--- src/rtl/psum_writeback_accumulator.sv ---
// -----------------------------------------------------------------------------
// psum_writeback_accumulator
//
// Write side of the im2col convolution datapath. The PE array produces one psum
// per ofmap pixel per input channel, in ofmap raster order, one full channel
// at a time. This block accumulates those psums across input channels by
// read-modify-write into the ofmap SRAM:
//   - channel 0     : ofmap = sat(psum + bias)          (no SRAM read)
//   - channel k > 0 : ofmap = sat(psum + ofmap_old)     (SRAM read, 1-cycle data)
//   - last channel  : optional ReLU applied to the value written
//
// Pipeline:
//   stage 1 (accept cycle t) : issue the SRAM read, register psum and tags
//   stage 2 (cycle t+1)      : add, saturate, ReLU, write back
//
// When ofmap_len == 1, consecutive accepts hit the same address. The read in
// cycle t+1 then races the write of the previous result, so that result is
// forwarded from stage 2 instead of using the stale SRAM data.
//
// Ports:
//   clk_i, rst_ni            clock (rising edge), async active-low reset
//   start_i                  one-cycle pulse, latches config and starts a layer
//   ofmap_len_i              ofmap pixels per channel
//   channel_num_i            number of input channels to accumulate
//   bias_i                   signed bias, added on channel 0
//   relu_en_i                apply ReLU on final-channel writes
//   psum_valid_i/psum_data_i psum stream from the PE array
//   psum_ready_o             block accepts a psum this cycle
//   rd_en_o/rd_addr_o        SRAM read port (address driven combinationally)
//   rd_data_i                SRAM read data, valid one cycle after rd_en_o
//   wr_en_o/wr_addr_o/wr_data_o  SRAM write port
//   busy_o                   layer in progress
//   done_o                   one-cycle pulse when the layer is fully written
// -----------------------------------------------------------------------------
module psum_writeback_accumulator #(
  parameter int DATA_WIDTH = 16,
  parameter int ADDR_WIDTH = 10,
  parameter int CH_WIDTH   = 6
) (
  input  logic                         clk_i,
  input  logic                         rst_ni,
  input  logic                         start_i,
  input  logic [ADDR_WIDTH-1:0]        ofmap_len_i,
  input  logic [CH_WIDTH-1:0]          channel_num_i,
  input  logic signed [DATA_WIDTH-1:0] bias_i,
  input  logic                         relu_en_i,
  input  logic                         psum_valid_i,
  input  logic signed [DATA_WIDTH-1:0] psum_data_i,
  output logic                         psum_ready_o,
  output logic                         rd_en_o,
  output logic [ADDR_WIDTH-1:0]        rd_addr_o,
  input  logic signed [DATA_WIDTH-1:0] rd_data_i,
  output logic                         wr_en_o,
  output logic [ADDR_WIDTH-1:0]        wr_addr_o,
  output logic signed [DATA_WIDTH-1:0] wr_data_o,
  output logic                         busy_o,
  output logic                         done_o
);

  typedef enum logic [1:0] {
    S_IDLE,
    S_RUN,
    S_FLUSH,
    S_DONE
  } state_e;

  localparam logic [ADDR_WIDTH-1:0] ADDR_ONE = ADDR_WIDTH'(1);
  localparam logic [CH_WIDTH-1:0]   CH_ONE   = CH_WIDTH'(1);

  localparam logic signed [DATA_WIDTH-1:0] SAT_MAX = {1'b0, {(DATA_WIDTH-1){1'b1}}};
  localparam logic signed [DATA_WIDTH-1:0] SAT_MIN = {1'b1, {(DATA_WIDTH-1){1'b0}}};

  // ---------------------------------------------------------------------------
  // State
  // ---------------------------------------------------------------------------
  state_e                         state_q,   state_d;

  // Layer configuration, latched on start
  logic [ADDR_WIDTH-1:0]          len_q,     len_d;
  logic [CH_WIDTH-1:0]            chn_q,     chn_d;
  logic signed [DATA_WIDTH-1:0]   bias_q,    bias_d;
  logic                           relu_q,    relu_d;

  // Position of the next psum to be accepted
  logic [ADDR_WIDTH-1:0]          pix_cnt_q, pix_cnt_d;
  logic [CH_WIDTH-1:0]            ch_cnt_q,  ch_cnt_d;

  // Stage-1 pipeline register (the accepted psum and its tags)
  logic                           s1_valid_q, s1_valid_d;
  logic signed [DATA_WIDTH-1:0]   s1_psum_q,  s1_psum_d;
  logic [ADDR_WIDTH-1:0]          s1_addr_q,  s1_addr_d;
  logic                           s1_first_q, s1_first_d;
  logic                           s1_last_q,  s1_last_d;
  logic                           s1_fwd_q,   s1_fwd_d;
  logic signed [DATA_WIDTH-1:0]   fwd_data_q, fwd_data_d;

  // ---------------------------------------------------------------------------
  // Handshake and position decode
  // ---------------------------------------------------------------------------
  logic accept;
  logic pix_last;
  logic ch_first;
  logic ch_last;

  assign psum_ready_o = (state_q == S_RUN);
  assign accept       = psum_ready_o & psum_valid_i;
  assign pix_last     = (pix_cnt_q == (len_q - ADDR_ONE));
  assign ch_first     = (ch_cnt_q == '0);
  assign ch_last      = (ch_cnt_q == (chn_q - CH_ONE));

  assign busy_o = (state_q == S_RUN) || (state_q == S_FLUSH);
  assign done_o = (state_q == S_DONE);

  // Channel 0 starts from the bias, so only later channels read the SRAM.
  assign rd_en_o   = accept & ~ch_first;
  assign rd_addr_o = pix_cnt_q;

  // ---------------------------------------------------------------------------
  // FSM and counters
  // ---------------------------------------------------------------------------
  always_comb begin
    // NOTE: every signal driven here gets a default first, so no path through
    // the case statement can leave one unassigned and infer a latch.
    state_d   = state_q;
    len_d     = len_q;
    chn_d     = chn_q;
    bias_d    = bias_q;
    relu_d    = relu_q;
    pix_cnt_d = pix_cnt_q;
    ch_cnt_d  = ch_cnt_q;

    unique case (state_q)
      S_IDLE: begin
        if (start_i) begin
          len_d     = ofmap_len_i;
          chn_d     = channel_num_i;
          bias_d    = bias_i;
          relu_d    = relu_en_i;
          pix_cnt_d = '0;
          ch_cnt_d  = '0;
          // An empty layer has nothing to write; report completion at once.
          if ((ofmap_len_i == '0) || (channel_num_i == '0)) begin
            state_d = S_DONE;
          end else begin
            state_d = S_RUN;
          end
        end
      end

      S_RUN: begin
        if (accept) begin
          if (pix_last) begin
            pix_cnt_d = '0;
            if (ch_last) begin
              ch_cnt_d = '0;
              state_d  = S_FLUSH;
            end else begin
              ch_cnt_d = ch_cnt_q + CH_ONE;
            end
          end else begin
            pix_cnt_d = pix_cnt_q + ADDR_ONE;
          end
        end
      end

      // The final accepted psum is written by stage 2 during this cycle.
      S_FLUSH: state_d = S_DONE;

      S_DONE:  state_d = S_IDLE;

      default: state_d = S_IDLE;
    endcase
  end

  // ---------------------------------------------------------------------------
  // Stage 2: operand select, saturating add, ReLU
  // ---------------------------------------------------------------------------
  logic signed [DATA_WIDTH-1:0] operand;
  logic signed [DATA_WIDTH:0]   sum_wide;
  logic signed [DATA_WIDTH-1:0] sum_sat;
  logic signed [DATA_WIDTH-1:0] sum_out;

  always_comb begin
    operand = rd_data_i;
    if (s1_first_q) begin
      operand = bias_q;
    end else if (s1_fwd_q) begin
      operand = fwd_data_q;
    end

    // One guard bit: the two top bits differ exactly when the add overflowed.
    sum_wide = {s1_psum_q[DATA_WIDTH-1], s1_psum_q} + {operand[DATA_WIDTH-1], operand};

    if (sum_wide[DATA_WIDTH] != sum_wide[DATA_WIDTH-1]) begin
      sum_sat = sum_wide[DATA_WIDTH] ? SAT_MIN : SAT_MAX;
    end else begin
      sum_sat = sum_wide[DATA_WIDTH-1:0];
    end

    sum_out = sum_sat;
    if (s1_last_q && relu_q && sum_sat[DATA_WIDTH-1]) begin
      sum_out = '0;
    end
  end

  assign wr_en_o   = s1_valid_q;
  assign wr_addr_o = s1_addr_q;
  // Held at zero between writes so the port is quiet outside write cycles.
  assign wr_data_o = s1_valid_q ? sum_out : '0;

  // ---------------------------------------------------------------------------
  // Stage 1: capture the accepted psum and detect the read-after-write race
  // ---------------------------------------------------------------------------
  always_comb begin
    s1_valid_d = accept;
    s1_psum_d  = s1_psum_q;
    s1_addr_d  = s1_addr_q;
    s1_first_d = s1_first_q;
    s1_last_d  = s1_last_q;
    if (accept) begin
      s1_psum_d  = psum_data_i;
      s1_addr_d  = pix_cnt_q;
      s1_first_d = ch_first;
      s1_last_d  = ch_last;
    end

    // The SRAM returns the pre-write value when a read and a write to the same
    // address share a cycle, so the value being written is kept for the next
    // stage 2. A re-read address is never on the last channel, so the
    // pre-ReLU sum equals the value actually written.
    s1_fwd_d   = accept & ~ch_first & s1_valid_q & (s1_addr_q == pix_cnt_q);
    fwd_data_d = sum_sat;
  end

  // ---------------------------------------------------------------------------
  // Registers
  // ---------------------------------------------------------------------------
  // NOTE: the datapath registers are reset along with the control so that all
  // outputs are defined and quiet directly after reset; there is no storage
  // array here whose reset would be costly.
  always_ff @(posedge clk_i or negedge rst_ni) begin
    if (!rst_ni) begin
      state_q    <= S_IDLE;
      len_q      <= '0;
      chn_q      <= '0;
      bias_q     <= '0;
      relu_q     <= 1'b0;
      pix_cnt_q  <= '0;
      ch_cnt_q   <= '0;
      s1_valid_q <= 1'b0;
      s1_psum_q  <= '0;
      s1_addr_q  <= '0;
      s1_first_q <= 1'b0;
      s1_last_q  <= 1'b0;
      s1_fwd_q   <= 1'b0;
      fwd_data_q <= '0;
    end else begin
      // NOTE: non-blocking assignments let every register sample the values
      // from before this edge, independent of statement order.
      state_q    <= state_d;
      len_q      <= len_d;
      chn_q      <= chn_d;
      bias_q     <= bias_d;
      relu_q     <= relu_d;
      pix_cnt_q  <= pix_cnt_d;
      ch_cnt_q   <= ch_cnt_d;
      s1_valid_q <= s1_valid_d;
      s1_psum_q  <= s1_psum_d;
      s1_addr_q  <= s1_addr_d;
      s1_first_q <= s1_first_d;
      s1_last_q  <= s1_last_d;
      s1_fwd_q   <= s1_fwd_d;
      fwd_data_q <= fwd_data_d;
    end
  end

endmodule

--- config.mk ---
export PLATFORM = sky130hd
export DESIGN_NAME = psum_writeback_accumulator
export DESIGN_NICKNAME = d
export VERILOG_FILES = /design/src/rtl/psum_writeback_accumulator.sv
export SDC_FILE = /design/constraint.sdc
export NUM_CORES = 1
export LEC_CHECK = 0
export CAP_MARGIN = 20
export CELL_PAD_IN_SITES_DETAIL_PLACEMENT = 1
export CELL_PAD_IN_SITES_GLOBAL_PLACEMENT = 2
export CORE_ASPECT_RATIO = 0.75
export CORE_UTILIZATION = 33
export CTS_CLUSTER_DIAMETER = 60
export CTS_CLUSTER_SIZE = 24
export DETAILED_ROUTE_END_ITERATION = 8
export PLACE_DENSITY_LB_ADDON = 0.1
export SLEW_MARGIN = 0
export SYNTH_ARGS = -nofsm -noshare
export SYNTH_HDL_FRONTEND = slang
export SYNTH_SLANG_ARGS = --single-unit
export TNS_END_PERCENT = 30
--- constraint.sdc ---
create_clock -name clk_i -period 5.69 [get_ports clk_i]
set_input_delay 0.8535 -clock clk_i [delete_from_list [all_inputs] [get_ports clk_i]]
set_output_delay 0.8535 -clock clk_i [all_outputs]
set_load 0.02 [all_outputs]
==> summary.md <==
| Metric | Value |
|---|---|
| Status | finished, final reports clean |
| Seq/Total Area, Yosys | 40.7% |
| Switching Fraction | 46.6% |
| Routed WL | ~18 mm |
| Crit path buf inv count | 4 |
| Pin count of the biggest net entering global routing | between 50 and 60 |
| Crit Path Category | input pin to primary output |
| Post-synthesis mux area share | between 10% and 20% |
| Synth Area in Simple Gates | between 10% and 20% |
| Drt pass-1 iters | 4 |
| Share of layout cells above drive strength 1 | 13.4% |
| CORE AREA | between 0.015 and 0.02 sq mm |
| Non-Filler Instances | 950 |
| Logic pwr share | about 64% |
| I/O pins | 110 |
| Post-synthesis xor/xnor area fraction | around 6.3% |
| Hold_buf cts | 0 |
| Die Ht | 118 um |
| Sum of negative setup slack | 0 ps |
| Worst slew margin | 40.7% |
| Vias per inst | between 5 and 6 |
| Final Util | approximately 43% |
| PortBufs | 109 |
| Commonest non-fill, non-tap cells in the layout | 108 x clkdlybuf4s50_1, 97 x dfrtp_1, 59 x mux2_2 |
| CP Cell Sequence | clkdlybuf4s50_1, mux2i_1, o21ai_0, ha_1, fa_1, a211oi_1, o21ai_1, a31oi_2, nor3_1, o41a_1, buf_12, inv_2, nor2_1, o31a_1, clkdlybuf4s50_1 |
| Clock power share | around an eighth |
| # resized after CTS | 0 |
| Post-route minimum period | between 5000 and 6000 ps |
| Slew Limit Fails | 0 |
| FMAX | approximately 180 MHz |
| Startpoint type of the worst setup path | input pin |
| Vias | about 5k |
| Ys flop type | dfrtp_1 |
| Worst Hold Class | input pin to async pin |
| Final HPWL DP | 14.0 mm |
| DRC viols | 0 |
| Layout net count | between 700 and 800 |
| Max Fanout on Critical Path | 36 |
| Clock Skews | ~7.6 ps |
| Yosys warns | 0 |
| CTS Buffer Depth | 2 |
| Initial Util | around a third |
| CTS tree | done |
| Syn Nets | 698 |
| CP peak stage delay | approximately 530 ps |
| Setup Viol. Count Final | 0 |
| Top delay family on crit path | compound AO/OA/AOI/OAI gates |
| Fraction of registers with async set/reset | 100% |
| Number of global-route vias before repair | 5368 |
| CP dominant cell by count | clkdlybuf4s50_1 |
| Clk sink count | 97 |
| Clk root buf | clkbuf_16 |
| Synth Cell Area | 0.00597 sq mm |
| Slowest cell on the critical path | clkdlybuf4s50_1 |
| Fin. Hold Viols | 0 |
| CP required | roughly 4800 ps |
| Worst setup EP type | primary output |
| Initial antenna violation count | 1 |
| Power Internal | slightly below 3 mW |
| PnR worst setup slack | 220 ps |
| Overflow after GRT | 0 |
| Post-synthesis compound-gate area fraction | around 14% |
| Fillers | 1988 |
| Clk_lat worst skew | approximately 350 ps |
| Number of DRC markers in iteration 0 | 220 |
| FP Rows | 42 |
| # diodes | 0 |
| Worst EP arrival | 4620 ps |
| Dpl ws | 168 ps |
| Maximum VDD drop | about 0.33 mV |
| Post-route antenna net violation count | 0 |
| Cts bufs inserted | 9 |
| Leak pwr | 3.14 nW |
| Clk slew on worst S/H paths | around 60 ps |
| Die width | approximately 160 um |
| Most common cell after layout, fill and taps aside | clkdlybuf4s50_1 |
| Post-synth EDFFs | 0 |
| Tcrit/Tclk final | about 96% |
| P_sw | around 2.6 mW |
| Average routed wire per standard cell | roughly 19 um |
| # Post-CTS Setup Buffers | 0 |
| Max_cap viols | 0 |
| Gpl congestion | ~0.84 |
| Main combinational cell family by area after synthesis | multiplexers |
| H-tree Lvls | 3 |
| Netlist cell types | around 60 |
| Area Overhead vs Synth | 28.6% |
| First-pass GRT wire length | slightly below 30 mm |
| Total track usage | 20.7% |
| Pwr dens | between 700 and 800 mW/mm^2 |
| RSZ-0062 raised after global routing | no |
| Adder-Cell Fraction of Synth Area | roughly 6.8% |
| Seq pwr share | a little under a quarter |
| Slew @ Worst Pin | roughly 880 ps |
| Cell Count Post-Placement | about 930 |
| Number of synthesized register bits | just under 100 |
| Syn Area/Cell | 9.92 sq um |
| Die area | 0.0186 sq mm |
| Cell count after synthesis | about 600 |
[cells in the mapped netlist (3+ instances only)]
| cell type | count | share of area, % |
|---|---|---|
| nand2b_1 | 13 | 1.4 |
| maj3_1 | 6 | 1.0 |
| nor3b_1 | 3 | 0.38 |
| or4_1 | 3 | 0.38 |
| inv_1 | 17 | 1.1 |
| o21a_1 | 3 | 0.38 |
| a21o_1 | 6 | 0.75 |
| nand2_1 | 55 | 3.5 |
| o221ai_1 | 4 | 0.59 |
| mux2i_1 | 23 | 3.9 |
| nor2_1 | 21 | 1.3 |
| mux2_2 | 59 | 11 |
| dfrtp_1 | 97 | 41 |
| nand4_1 | 8 | 0.84 |
| buf_2 | 4 | 0.34 |
| and2_1 | 6 | 0.63 |
| a21oi_1 | 25 | 2.1 |
| o31a_1 | 3 | 0.44 |
| nor3_1 | 9 | 0.75 |
| clkbuf_1 | 21 | 1.3 |
| o21ai_1 | 15 | 1.3 |
| and3_1 | 5 | 0.52 |
| xor2_1 | 14 | 2.1 |
| nor4_1 | 8 | 0.84 |
| o21ai_0 | 42 | 3.5 |
| ha_1 | 26 | 5.4 |
| a211o_1 | 3 | 0.44 |
| nand3_1 | 24 | 2.0 |
| buf_1 | 4 | 0.25 |
| a211oi_1 | 4 | 0.50 |
| xnor2_1 | 29 | 4.3 |
[per-layer routing]
| layer | track usage, % | part of all wire, % | vias to the layer above |
|---|---|---|---|
| met4 | 4.07 | 0.93 | 2 |
| met5 | 0 | 0.071 | - |
| met3 | 3.92 | 3.9 | 17 |
| met2 | 32.3 | 44 | 84 |
| met1 | 29.8 | 51 | 2441 |
| li1 | - | - | 2376 |
[area by class of cell]
type                    count  area [sq um]  share of cell area [%]
multi-input cells         457          3360                    43.7
flip-flops and latches     97          2430                    31.6
repair buffers            119          1190                    15.5
well taps                 242           303                    3.94
clock buffers              12           256                    3.34
clock inverters             4          75.1                   0.978
inverters                  19          71.3                   0.929
[sequential cells by signal, summed over array words and instances (netlist names)]
signal,count
bias_q,16
fwd_data_q,16
s1_psum_q,16
len_q,10
rd_addr_o,10
wr_addr_o,10
ch_cnt_q,6
chn_q,6
state_q,2
relu_q,1
s1_first_q,1
s1_fwd_q,1
s1_last_q,1
wr_en_o,1
[cells by family (layout without fill, tap and decap cells)]
logic type / after synthesis / in the layout
fa+ha+maj: 33 / 33
compound gates: 130 / 130
buf+inv: 48 / 154
mux: 82 / 82
xor+xnor: 43 / 43
flops: 97 / 97
simple gates: 169 / 169
[power groups by stage]
| stage | Clock, mW | Combinational (mW) | Sequential, mW |
|---|---|---|---|
| 6_report | 0.686 | 3.55 | 1.28 |
| 5_1_grt | 0.729 | 3.91 | 1.33 |
| 4_1_cts | 0.708 | 3.56 | 1.29 |
| 3_5_place_dp | 0 | 3.53 | 1.30 |
| 3_3_place_gp | 0 | 3.43 | 1.28 |
| 2_1_floorplan | 0 | 2.48 | 1.20 |
[worst paths after layout]
kind / end / from / depth (start not counted) / slack (ps)
min in group clk_i: bias_q[6]$_DFFE_PN0P_ / bias_q[6]$_DFFE_PN0P_ / 1 / 510
worst min-delay path: wr_addr_o[4]$_DFFE_PN0P_ / rst_ni / 1 / 490
max in group asynchronous: len_q[1]$_DFFE_PN0P_ / rst_ni / 2 / 4010
worst min register to register: bias_q[6]$_DFFE_PN0P_ / bias_q[6]$_DFFE_PN0P_ / 1 / 510
worst max-delay path: wr_data_o[9] / rd_data_i[0] / 15 / 220
worst max register to register: fwd_data_q[13]$_DFF_PN0_ / s1_first_q$_DFFE_PN0P_ / 10 / 2170
[per-stage QoR]
step,area (sq um),power (mW),hold WS [ps]
6_report,7680,5.52,493
5_1_grt,7680,5.96,532
4_1_cts,7680,5.56,514
3_5_place_dp,7350,4.83,498
3_3_place_gp,7350,4.71,491
2_1_floorplan,5970,3.68,479
Note: power is estimated with default switching activity, not from simulation.
